**src/rtl/fetch_unit_pkg.sv**
```systemverilog
// Shared types and constants for the 6502 fetch stage and its decoder.
// FETCH_RESET_VECTOR_EN adds the reset-vector boot states to fetch_state_t.
package fetch_unit_pkg;

  localparam logic [15:0] RESET_PC_DEFAULT = 16'h8000;
  localparam logic [15:0] VEC_ADDR_DEFAULT = 16'hFFFC;

  typedef logic [1:0] instr_len_t;
  localparam instr_len_t LEN1 = 2'd1;
  localparam instr_len_t LEN2 = 2'd2;
  localparam instr_len_t LEN3 = 2'd3;

  typedef enum logic [2:0] {
`ifdef FETCH_RESET_VECTOR_EN
    ST_VEC_LO   = 3'd0,
    ST_VEC_HI   = 3'd1,
`endif
    ST_FETCH_OP = 3'd2,
    ST_FETCH_B1 = 3'd3,
    ST_FETCH_B2 = 3'd4,
    ST_HOLD     = 3'd5
  } fetch_state_t;

  // Opcode is split as aaa_bbb_cc: group (C), addressing mode (B), operation (A).
  localparam int FIELD_C_LSB = 0;
  localparam int FIELD_C_MSB = 1;
  localparam int FIELD_B_LSB = 2;
  localparam int FIELD_B_MSB = 4;
  localparam int FIELD_A_LSB = 5;
  localparam int FIELD_A_MSB = 7;
  localparam logic [1:0] GROUP_C0 = 2'b00;
  localparam logic [1:0] GROUP_C1 = 2'b01;
  localparam logic [1:0] GROUP_C2 = 2'b10;

endpackage

```
**src/rtl/fetch_unit_instr_len_lut.sv**
```systemverilog
// Combinational 6502 instruction length lookup (documented opcodes only;
// every undocumented opcode is reported as a single byte).
module instr_len_lut
  import fetch_unit_pkg::*;
(
  input  logic [7:0] i_opcode,
  output instr_len_t o_len
);

  always_comb begin
    o_len = LEN1;
    casez (i_opcode)
      // Group C0: control flow, BIT, index register loads/stores/compares
      8'h20:                                    o_len = LEN3;
      8'hA0, 8'hC0, 8'hE0:                      o_len = LEN2;
      8'h24, 8'h84, 8'hA4, 8'hC4, 8'hE4:        o_len = LEN2;
      8'h2C, 8'h4C, 8'h6C, 8'h8C,
      8'hAC, 8'hCC, 8'hEC:                      o_len = LEN3;
      8'b???_100_00:                            o_len = LEN2;
      8'h94, 8'hB4:                             o_len = LEN2;
      8'hBC:                                    o_len = LEN3;
      // Group C1: ALU ops; 0x89 (STA immediate) does not exist
      8'b???_000_01, 8'b???_001_01,
      8'b0??_010_01, 8'b11?_010_01, 8'b101_010_01,
      8'b???_100_01, 8'b???_101_01:             o_len = LEN2;
      8'b???_011_01, 8'b???_110_01,
      8'b???_111_01:                            o_len = LEN3;
      // Group C2: shifts, INC/DEC, X register; 0x9E does not exist
      8'hA2:                                    o_len = LEN2;
      8'b???_001_10, 8'b???_101_10:             o_len = LEN2;
      8'b???_011_10,
      8'b0??_111_10, 8'b11?_111_10, 8'b101_111_10: o_len = LEN3;
      default:                                  o_len = LEN1;
    endcase
  end

endmodule

```
**src/rtl/fetch_unit.sv**
```systemverilog
// 6502 instruction fetch: reads 1-3 bytes, presents a bundle over valid/ready.
// Define FETCH_RESET_VECTOR_EN to boot from the reset vector at VEC_ADDR.
module fetch_unit
  import fetch_unit_pkg::*;
#(
  parameter logic [15:0] RESET_PC = RESET_PC_DEFAULT,
  parameter logic [15:0] VEC_ADDR = VEC_ADDR_DEFAULT
)
(
  input  logic        clk_i,
  input  logic        rst_i,
  output logic        mem_req_o,
  output logic [15:0] mem_addr_o,
  input  logic [7:0]  mem_rdata_i,
  input  logic        mem_rvalid_i,
  input  logic        pc_load_i,
  input  logic [15:0] pc_load_addr_i,
  output logic        valid_o,
  input  logic        ready_i,
  output logic [7:0]  opcode_o,
  output logic [15:0] data_o,
  output logic [15:0] pc_o,
  output logic [15:0] next_pc_o
);

`ifdef FETCH_RESET_VECTOR_EN
  localparam bit           VECTOR_BOOT = 1'b1;
  localparam fetch_state_t BOOT_STATE  = ST_VEC_LO;
`else
  localparam bit           VECTOR_BOOT = 1'b0;
  localparam fetch_state_t BOOT_STATE  = ST_FETCH_OP;
`endif
  localparam logic [15:0] BOOT_FETCH_PC = VECTOR_BOOT ? VEC_ADDR : RESET_PC;
  localparam logic [15:0] RESET_OUT_PC  = VECTOR_BOOT ? 16'h0000 : RESET_PC;

  fetch_state_t r_state, w_nextState;
  logic         r_memReq, r_outstanding, r_discard, r_valid;
  logic [15:0]  r_memAddr, r_fetchPc, r_instrPc;
  logic [7:0]   r_opByte, r_b1, r_opcodeOut;
  logic [15:0]  r_dataOut, r_pcOut, r_nextPcOut;
  instr_len_t   r_len, w_lutLen;
  logic [15:0]  w_nextFetchPc;
  logic         w_inVec, w_redirect, w_capture, w_accept;
  logic         w_outstandingNext, w_issue, w_bundleDone;

  instr_len_lut u_lenLut (
    .i_opcode (mem_rdata_i),
    .o_len    (w_lutLen)
  );

`ifdef FETCH_RESET_VECTOR_EN
  assign w_inVec = (r_state == ST_VEC_LO) || (r_state == ST_VEC_HI);
`else
  assign w_inVec = 1'b0;
`endif

  // A byte is only used if it answers a live read and no redirect kills it.
  assign w_redirect        = pc_load_i && !w_inVec;
  assign w_capture         = mem_rvalid_i && r_outstanding && !r_discard && !w_redirect;
  assign w_accept          = r_valid && ready_i;
  assign w_outstandingNext = r_outstanding && !mem_rvalid_i;
  assign w_issue           = (w_nextState != ST_HOLD) && !w_outstandingNext;

  always_ff @(posedge clk_i) begin
    if (rst_i) r_state <= BOOT_STATE;
    else       r_state <= w_nextState;
  end

  always_comb begin
    w_nextState  = r_state;
    w_bundleDone = 1'b0;
    if (w_redirect) begin
      w_nextState = ST_FETCH_OP;
    end else begin
      case (r_state)
`ifdef FETCH_RESET_VECTOR_EN
        ST_VEC_LO:   if (w_capture) w_nextState = ST_VEC_HI;
        ST_VEC_HI:   if (w_capture) w_nextState = ST_FETCH_OP;
`endif
        ST_FETCH_OP: if (w_capture) begin
          if (w_lutLen == LEN1) begin
            w_nextState  = ST_HOLD;
            w_bundleDone = 1'b1;
          end else begin
            w_nextState = ST_FETCH_B1;
          end
        end
        ST_FETCH_B1: if (w_capture) begin
          if (r_len == LEN3) begin
            w_nextState = ST_FETCH_B2;
          end else begin
            w_nextState  = ST_HOLD;
            w_bundleDone = 1'b1;
          end
        end
        ST_FETCH_B2: if (w_capture) begin
          w_nextState  = ST_HOLD;
          w_bundleDone = 1'b1;
        end
        ST_HOLD:     if (w_accept) w_nextState = ST_FETCH_OP;
        default:     w_nextState = BOOT_STATE;
      endcase
    end
  end

  always_comb begin
    w_nextFetchPc = r_fetchPc;
    if (w_redirect) begin
      w_nextFetchPc = pc_load_addr_i;
    end else if (w_capture) begin
      w_nextFetchPc = r_fetchPc + 16'd1;
`ifdef FETCH_RESET_VECTOR_EN
      if (r_state == ST_VEC_HI) w_nextFetchPc = {mem_rdata_i, r_b1};
`endif
    end
  end

  // Requests are registered so the pulse starts the cycle after the decision;
  // a redirected read stays outstanding (discarded) until its data returns.
  always_ff @(posedge clk_i) begin
    if (rst_i) begin
      r_memReq      <= 1'b0;
      r_memAddr     <= BOOT_FETCH_PC;
      r_outstanding <= 1'b0;
      r_discard     <= 1'b0;
      r_fetchPc     <= BOOT_FETCH_PC;
      r_instrPc     <= 16'h0000;
      r_opByte      <= 8'h00;
      r_b1          <= 8'h00;
      r_len         <= LEN1;
    end else begin
      r_memReq      <= w_issue;
      if (w_issue) r_memAddr <= w_nextFetchPc;
      r_outstanding <= w_issue || w_outstandingNext;
      if (mem_rvalid_i)                    r_discard <= 1'b0;
      else if (w_redirect && r_outstanding) r_discard <= 1'b1;
      r_fetchPc     <= w_nextFetchPc;
      if (w_capture) begin
        case (r_state)
`ifdef FETCH_RESET_VECTOR_EN
          ST_VEC_LO:   r_b1 <= mem_rdata_i;
`endif
          ST_FETCH_OP: begin
            r_opByte  <= mem_rdata_i;
            r_len     <= w_lutLen;
            r_instrPc <= r_fetchPc;
          end
          ST_FETCH_B1: r_b1 <= mem_rdata_i;
          default:     ;
        endcase
      end
    end
  end

  always_ff @(posedge clk_i) begin
    if (rst_i) begin
      r_valid     <= 1'b0;
      r_opcodeOut <= 8'h00;
      r_dataOut   <= 16'h0000;
      r_pcOut     <= RESET_OUT_PC;
      r_nextPcOut <= RESET_OUT_PC;
    end else if (w_redirect) begin
      r_valid <= 1'b0;
    end else if (w_bundleDone) begin
      r_valid     <= 1'b1;
      r_nextPcOut <= w_nextFetchPc;
      case (r_state)
        ST_FETCH_B1: begin
          r_opcodeOut <= r_opByte;
          r_dataOut   <= {mem_rdata_i, 8'h00};
          r_pcOut     <= r_instrPc;
        end
        ST_FETCH_B2: begin
          r_opcodeOut <= r_opByte;
          r_dataOut   <= {r_b1, mem_rdata_i};
          r_pcOut     <= r_instrPc;
        end
        default: begin
          r_opcodeOut <= mem_rdata_i;
          r_dataOut   <= 16'h0000;
          r_pcOut     <= r_fetchPc;
        end
      endcase
    end else if (w_accept) begin
      r_valid <= 1'b0;
    end
  end

  assign mem_req_o  = r_memReq;
  assign mem_addr_o = r_memAddr;
  assign valid_o    = r_valid;
  assign opcode_o   = r_opcodeOut;
  assign data_o     = r_dataOut;
  assign pc_o       = r_pcOut;
  assign next_pc_o  = r_nextPcOut;

endmodule

```
**config.mk**
```make
export PLATFORM = sky130hd
export DESIGN_NAME = fetch_unit
export DESIGN_NICKNAME = d
export VERILOG_FILES = /design/src/rtl/fetch_unit_pkg.sv /design/src/rtl/fetch_unit_instr_len_lut.sv /design/src/rtl/fetch_unit.sv
export SDC_FILE = /design/constraint.sdc
export NUM_CORES = 1
export LEC_CHECK = 0
export BUFFER_PORTS_ARGS = -buffer_cell sky130_fd_sc_hd__buf_4
export CAP_MARGIN = 0
export CORE_AREA = 2 2 107 109
export DETAILED_ROUTE_END_ITERATION = 6
export DIE_AREA = 0 0 109 111
export PLACE_DENSITY = 0.83
export REMOVE_ABC_BUFFERS = 1
export SYNTH_ARGS = -nofsm -noshare
export SYNTH_HDL_FRONTEND = slang
export SYNTH_SLANG_ARGS = --single-unit
export TNS_END_PERCENT = 100
```
**constraint.sdc**
```tcl
create_clock -name clk_i -period 2.8 [get_ports clk_i]
set_clock_uncertainty 0.1 [all_clocks]
set_input_delay 0.56 -clock clk_i [delete_from_list [all_inputs] [get_ports clk_i]]
set_output_delay 0.56 -clock clk_i [all_outputs]
set_load 0.05 [all_outputs]
```
Word level (Yosys, flattened, before mapping)
Cells that the tools add are included.

cells by class
  add/sub/neg operators = 1
  eq/ne operators = 44
  mux-type cells = 23
  bitwise gates (word level) = 1
  reduce and logical (&&, ||, !) cells = 21

operators with widths
  kind                                                  number
  equality test 8 bit (second input constant)           17
  2-to-1 mux 16 bit                                     3
  case mux 16 bit (2 select lines)                      1
  equality test 5 bit (second input constant)           6
  equality test 8 x 6 -> 1 bit (second input constant)  3
  OR reduction 21 bit                                   1
  2-to-1 mux 3 bit                                      6
  adder 16 x 1 -> 16 bit (second input constant)        1
  equality test 8 x 7 -> 1 bit (second input constant)  2
  OR reduction 16 bit                                   1
  equality test 7 bit (second input constant)           2
  case mux 3 bit (4 select lines)                       1
  equality test 5 x 3 -> 1 bit (second input constant)  2
  equality test 5 x 4 -> 1 bit (second input constant)  2
  2-to-1 mux 1 bit                                      9
  2-to-1 mux 8 bit                                      1
  logical AND 1 bit                                     7
  equality test 3 x 2 -> 1 bit (second input constant)  2
  equality test 3 bit (second input constant)           2
  equality test 6 x 4 -> 1 bit (second input constant)  1
  equality test 6 x 5 -> 1 bit (second input constant)  1
  AND reduction 2 bit                                   3
  OR reduction 2 bit                                    3
  equality test 5 x 1 -> 1 bit (second input constant)  1
  9 further kinds                                       12

storage, ports and cells
  register bits = 129
  input port bits = 29
  output and inout bits = 74
  logic and storage cells = 105

Logic depth before layout (Yosys ltp)
  word-level depth = 11
  mapped depth = 9
  depth with buffers taken out = 7

Cells and area by module
From an unflattened synthesis, not the netlist that was laid out.

unflattened totals
  cells, all modules = 643
  area, all modules = 5624.1 sq um

modules (own cells, without submodules)
  module         instances  cells each  area each (sq um)  sequential area each (sq um)
  fetch_unit     1          611         5422.7             2582.5
  instr_len_lut  1          32          201.4              0.0

Worst setup path before layout
OpenSTA, ideal clock, no wires.

  path type = in2reg
  start = in pc_load_i
  end = reg r_opcodeOut[0], in the netlist opcode_o[0]
  library setup time = 0.089 ns
  arrival = 2.322 ns
  required time = 2.611 ns
  setup slack = 0.289 ns
  stages on the path = 9
  path buffers = 3
  cells stage by stage = buf_2 nand4bb_4 or3_1 nor4b_2 and4_1 buf_4 buf_6 nor3_1 a311oi_2

between the ends
  longest elaborated chain between the ends = 6
  elaborated cells on any way between the ends = 9
  classes of those cells = mux: 5; bitwise: 1; reduce/logical: 3

ends and longest elaborated chain
  item                                        RTL line                                              text
  from (decl)                                 fetch_unit.sv:16                                      input logic pc_load_i,
  zero test 1 bit                             fetch_unit.sv:59                                      assign w_capture = mem_rvalid_i && r_outstanding && !r_discard && !w_redirect;
  logical AND 1 bit                           fetch_unit.sv:59
  2-to-1 mux 1 bit, on equally long branches  fetch_unit.sv:96, fetch_unit.sv:80, fetch_unit.sv:88
  case mux 1 bit (3 select lines)             fetch_unit.sv:75                                      case (r_state)
  2-to-1 mux 1 bit                            fetch_unit.sv:72                                      if (w_redirect) begin
  AND reduction 2 bit (no source line) (*)    -
  to (signal assigned)                        fetch_unit.sv:169                                     r_opcodeOut <= r_opByte;
  to (signal assigned)                        fetch_unit.sv:174                                     r_opcodeOut <= r_opByte;
  to (signal assigned)                        fetch_unit.sv:179                                     r_opcodeOut <= mem_rdata_i;
  to (decl)                                   fetch_unit.sv:39                                      logic [7:0] r_opByte, r_b1, r_opcodeOut;

Every way passes the cells marked *; elsewhere a longest branch is shown, timed or not.
A chain may end at the register's enable or synchronous reset.

Worst setup path after layout
  start = reg r_outstanding
  end = reg r_dataOut[5], in the netlist data_o[5]

between the ends
  longest elaborated chain between the ends = 7
  elaborated cells on any way between the ends = 9
  classes of those cells = mux: 5; reduce/logical: 4

ends and longest elaborated chain
  item                                        RTL line                                              text
  from (decl)                                 fetch_unit.sv:37                                      logic r_memReq, r_outstanding, r_discard, r_valid;
  from (signal assigned)                      fetch_unit.sv:134                                     r_outstanding <= w_issue || w_outstandingNext;
  logical AND 1 bit (*) (3 in series)         fetch_unit.sv:59
  2-to-1 mux 1 bit, on equally long branches  fetch_unit.sv:96, fetch_unit.sv:80, fetch_unit.sv:88
  case mux 1 bit (3 select lines) (*)         fetch_unit.sv:75
  2-to-1 mux 1 bit (*)                        fetch_unit.sv:72
  AND reduction 2 bit (no source line) (*)    -
  to (signal assigned)                        fetch_unit.sv:170                                     r_dataOut <= {mem_rdata_i, 8'h00};
  to (signal assigned)                        fetch_unit.sv:175                                     r_dataOut <= {r_b1, mem_rdata_i};
  to (decl)                                   fetch_unit.sv:40                                      logic [15:0] r_dataOut, r_pcOut, r_nextPcOut;

Marks and branches as above.

==> metrics.txt <==
largest net degree at the start of global routing 68; reg-to-reg slack, setup 0.40 ns; Top FF cell, synth dfxtp_1; total setup buffers inserted after CTS 0; most numerous cell in the Yosys netlist dfxtp_1; Remaining Overflow, GRT 0; MaxCap Viol Count 0; Area contributors post-synth dfxtp_1 (44%), nand2_1 (5.8%), a311oi_2 (5.4%), mux2i_1 (4.1%), nor3_1 (3.2%); Setup Crit Path Kind flop to flop; total CTS buffers 17; number of flops mapped to enable cells by yosys 0; DP Cell Count 884; status completed; Crit. End Element flop; required time worst endpoint 3.00 ns; crit path DAT 2.61 ns; setup TNS 0 ns; Post-CTS Resized 0; Pwr Total 4590 uW; post-detail-place hpwl 10.5 mm; unrepaired setup endpoints after global routing no; Vert. Die Dim 111 um; CTS max path bufs 2; top cells by count, synth dfxtp_1 (129), nand2_1 (91), clkbuf_1 (44), nor3_1 (37), a21oi_1 (33); Reg2Reg Capture Point data_o[5]; Post-Layout Cell Count 916; quantity of hold-fixing buffers added after cts 0; Pins Over Slew Limit 0; syn_area_per_cell 8.77 sq um; overall die width 109 um; Startpoint Class flop; P per Cell Area 623 nW/um^2; antenna violations before repair 0; slew margin rel. 49.7%; Detailed Routing Iterations Pass 1 5; clock root buffer clkbuf_16; Detailed Route WL 15.9 mm; port bufs 102; I/O Pins 103; Fin. Hold Viols 0; number of global-route vias before repair 5304; FP Rows 39; Reg2Reg Depth 7; H-tree depth 4; worst r2r src r_outstanding; post-layout util 66.5%; CTS tree yes; wire length per cell 17.3 um; Die ar. 12100 sq um; Seq/Total Area, Yosys 44.1%; Clock Pin Slew Worst Setup and Hold Paths 0.06 ns; Filler Cell Count 871; final RePlAce weighted congestion 0.892; starting density of the core 52.9%; Core Area 11100 sq um; Avg Vias per Cell 5.90; Tcrit/Tclk final 85.8%; Tightest Pin Transition 0.755 ns; Routed Antenna Nets 0; biggest area consumer among synthesized cells dfxtp_1; leakage power 0.00291 uW; antenna cells 0; achievable frequency 416 MHz; synthesized instance count 668; vias post-DR 5404; Mapped Area 5860 sq um; worst hold margin 0.284 ns; initial drt markers 368; GRT Overall Usage 27.1%; drc violations 0; HP Start mem_rvalid_i; global-route wire length before repair 25.8 mm; post-synth cell types 58; Seq cells post-synth 129; min Tclk post-route 2.40 ns; # setup viols final 0; worst hold endpoint r_discard; Clock Latency Late Sink 0.42 ns; Synth warnings 0; VDD IR max 0.377 mV; ys async rst share 0%; Clock Sinks 129; Worst Path Max Fanout 11; Yosys top cell area share 44.1%; area grow syn2layout 25.8%; Hold WC Path Type input pin to flop; fin nets 790; hold depth 2; layout cells sized above 1 25.4%
[kinds of logic after synthesis]
logic type | count (synthesis) | synth area share [%]
AOI/OAI and AO/OA | 140 | 18.3
xor gates and xnor gates | 14 | 2.09
adders and majority gates | 1 | 0.214
buffers and inverters | 89 | 6.54
DFF | 129 | 44.1
muxes | 27 | 4.68
and+or+nand+nor | 268 | 24.1
[sequential cells by signal, indices dropped and copies added, names as in the netlist, 2 cells and up]
signal / cells
r_instrPc: 16
r_fetchPc: 16
data_o: 16
mem_addr_o: 16
r_b1: 8
pc_o: 16
opcode_o: 8
r_len: 2
next_pc_o: 16
r_opByte: 8
r_state: 3
[routing by layer]
layer  track usage (%)  part of all wire, %
met1              33.6                   42
met2              44.1                   49
met3              6.29                  5.9
met4              12.7                  2.6
met5                 0                    0
[critical path: stages, from the launching register on]
cell	delay (ns)
dfxtp_1	0.42
nand4bb_4	0.14
or3_1	0.40
nor4b_2	0.29
and4_1	0.38
nor2_4	0.09
buf_4	0.21
o41ai_1	0.26
[cell type report]
| class | count | area (sq um) | area share [%] |
|---|---|---|---|
| Inverter | 29 | 109 | 1.48 |
| Sequential cell | 129 | 2580 | 35.0 |
| Timing Repair Buffer | 133 | 1050 | 14.2 |
| Clock inverter | 15 | 109 | 1.48 |
| Clock buffer | 17 | 425 | 5.77 |
| Tap cell | 143 | 179 | 2.43 |
| Multi-Input combinational cell | 450 | 2920 | 39.6 |
[how the worst max path moves through the flow]
stage	slack [ns]	startpoint	end
final	0.40	r_outstanding	data_o[5]
after global routing	0.25	r_state[1]	mem_addr_o[5]
after CTS	0.38	r_outstanding	data_o[5]
after detailed placement	0.03	pc_load_i	data_o[5]
after global placement	0.19	pc_load_i	data_o[4]
after floorplan	-1.12	pc_load_i	mem_addr_o[1]
[layout by cell type (no fill, tap or decap), types with 24 or more instances in the layout]
cell type | netlist | final
dfxtp_1 | 129 | 129
nand2_1 | 91 | 91
mux2i_1 | 24 | 24
nand2b_1 | 26 | 26
inv_1 | 28 | 28
buf_4 | 5 | 129
nor2_1 | 28 | 28
nor3_1 | 37 | 37
a21oi_1 | 33 | 33
nand3_1 | 31 | 31
[through the flow]
stage | setup slack (ns) | area, sq um
floorplan | -1.12 | 5580
global placement | 0.188 | 6830
detailed placement | 0.0258 | 6830
CTS | 0.384 | 7370
global route | 0.246 | 7370
finish | 0.397 | 7370
[power by group]
part           total (uW)  switching (uW)  internal, uW  leakage, uW
Clock                1990             856          1140     0.000260
Sequential           1970            58.6          1910      0.00105
Combinational         625             405           221      0.00159
Total                4590            1320          3270      0.00291
Power figures use the tool's default switching activity.
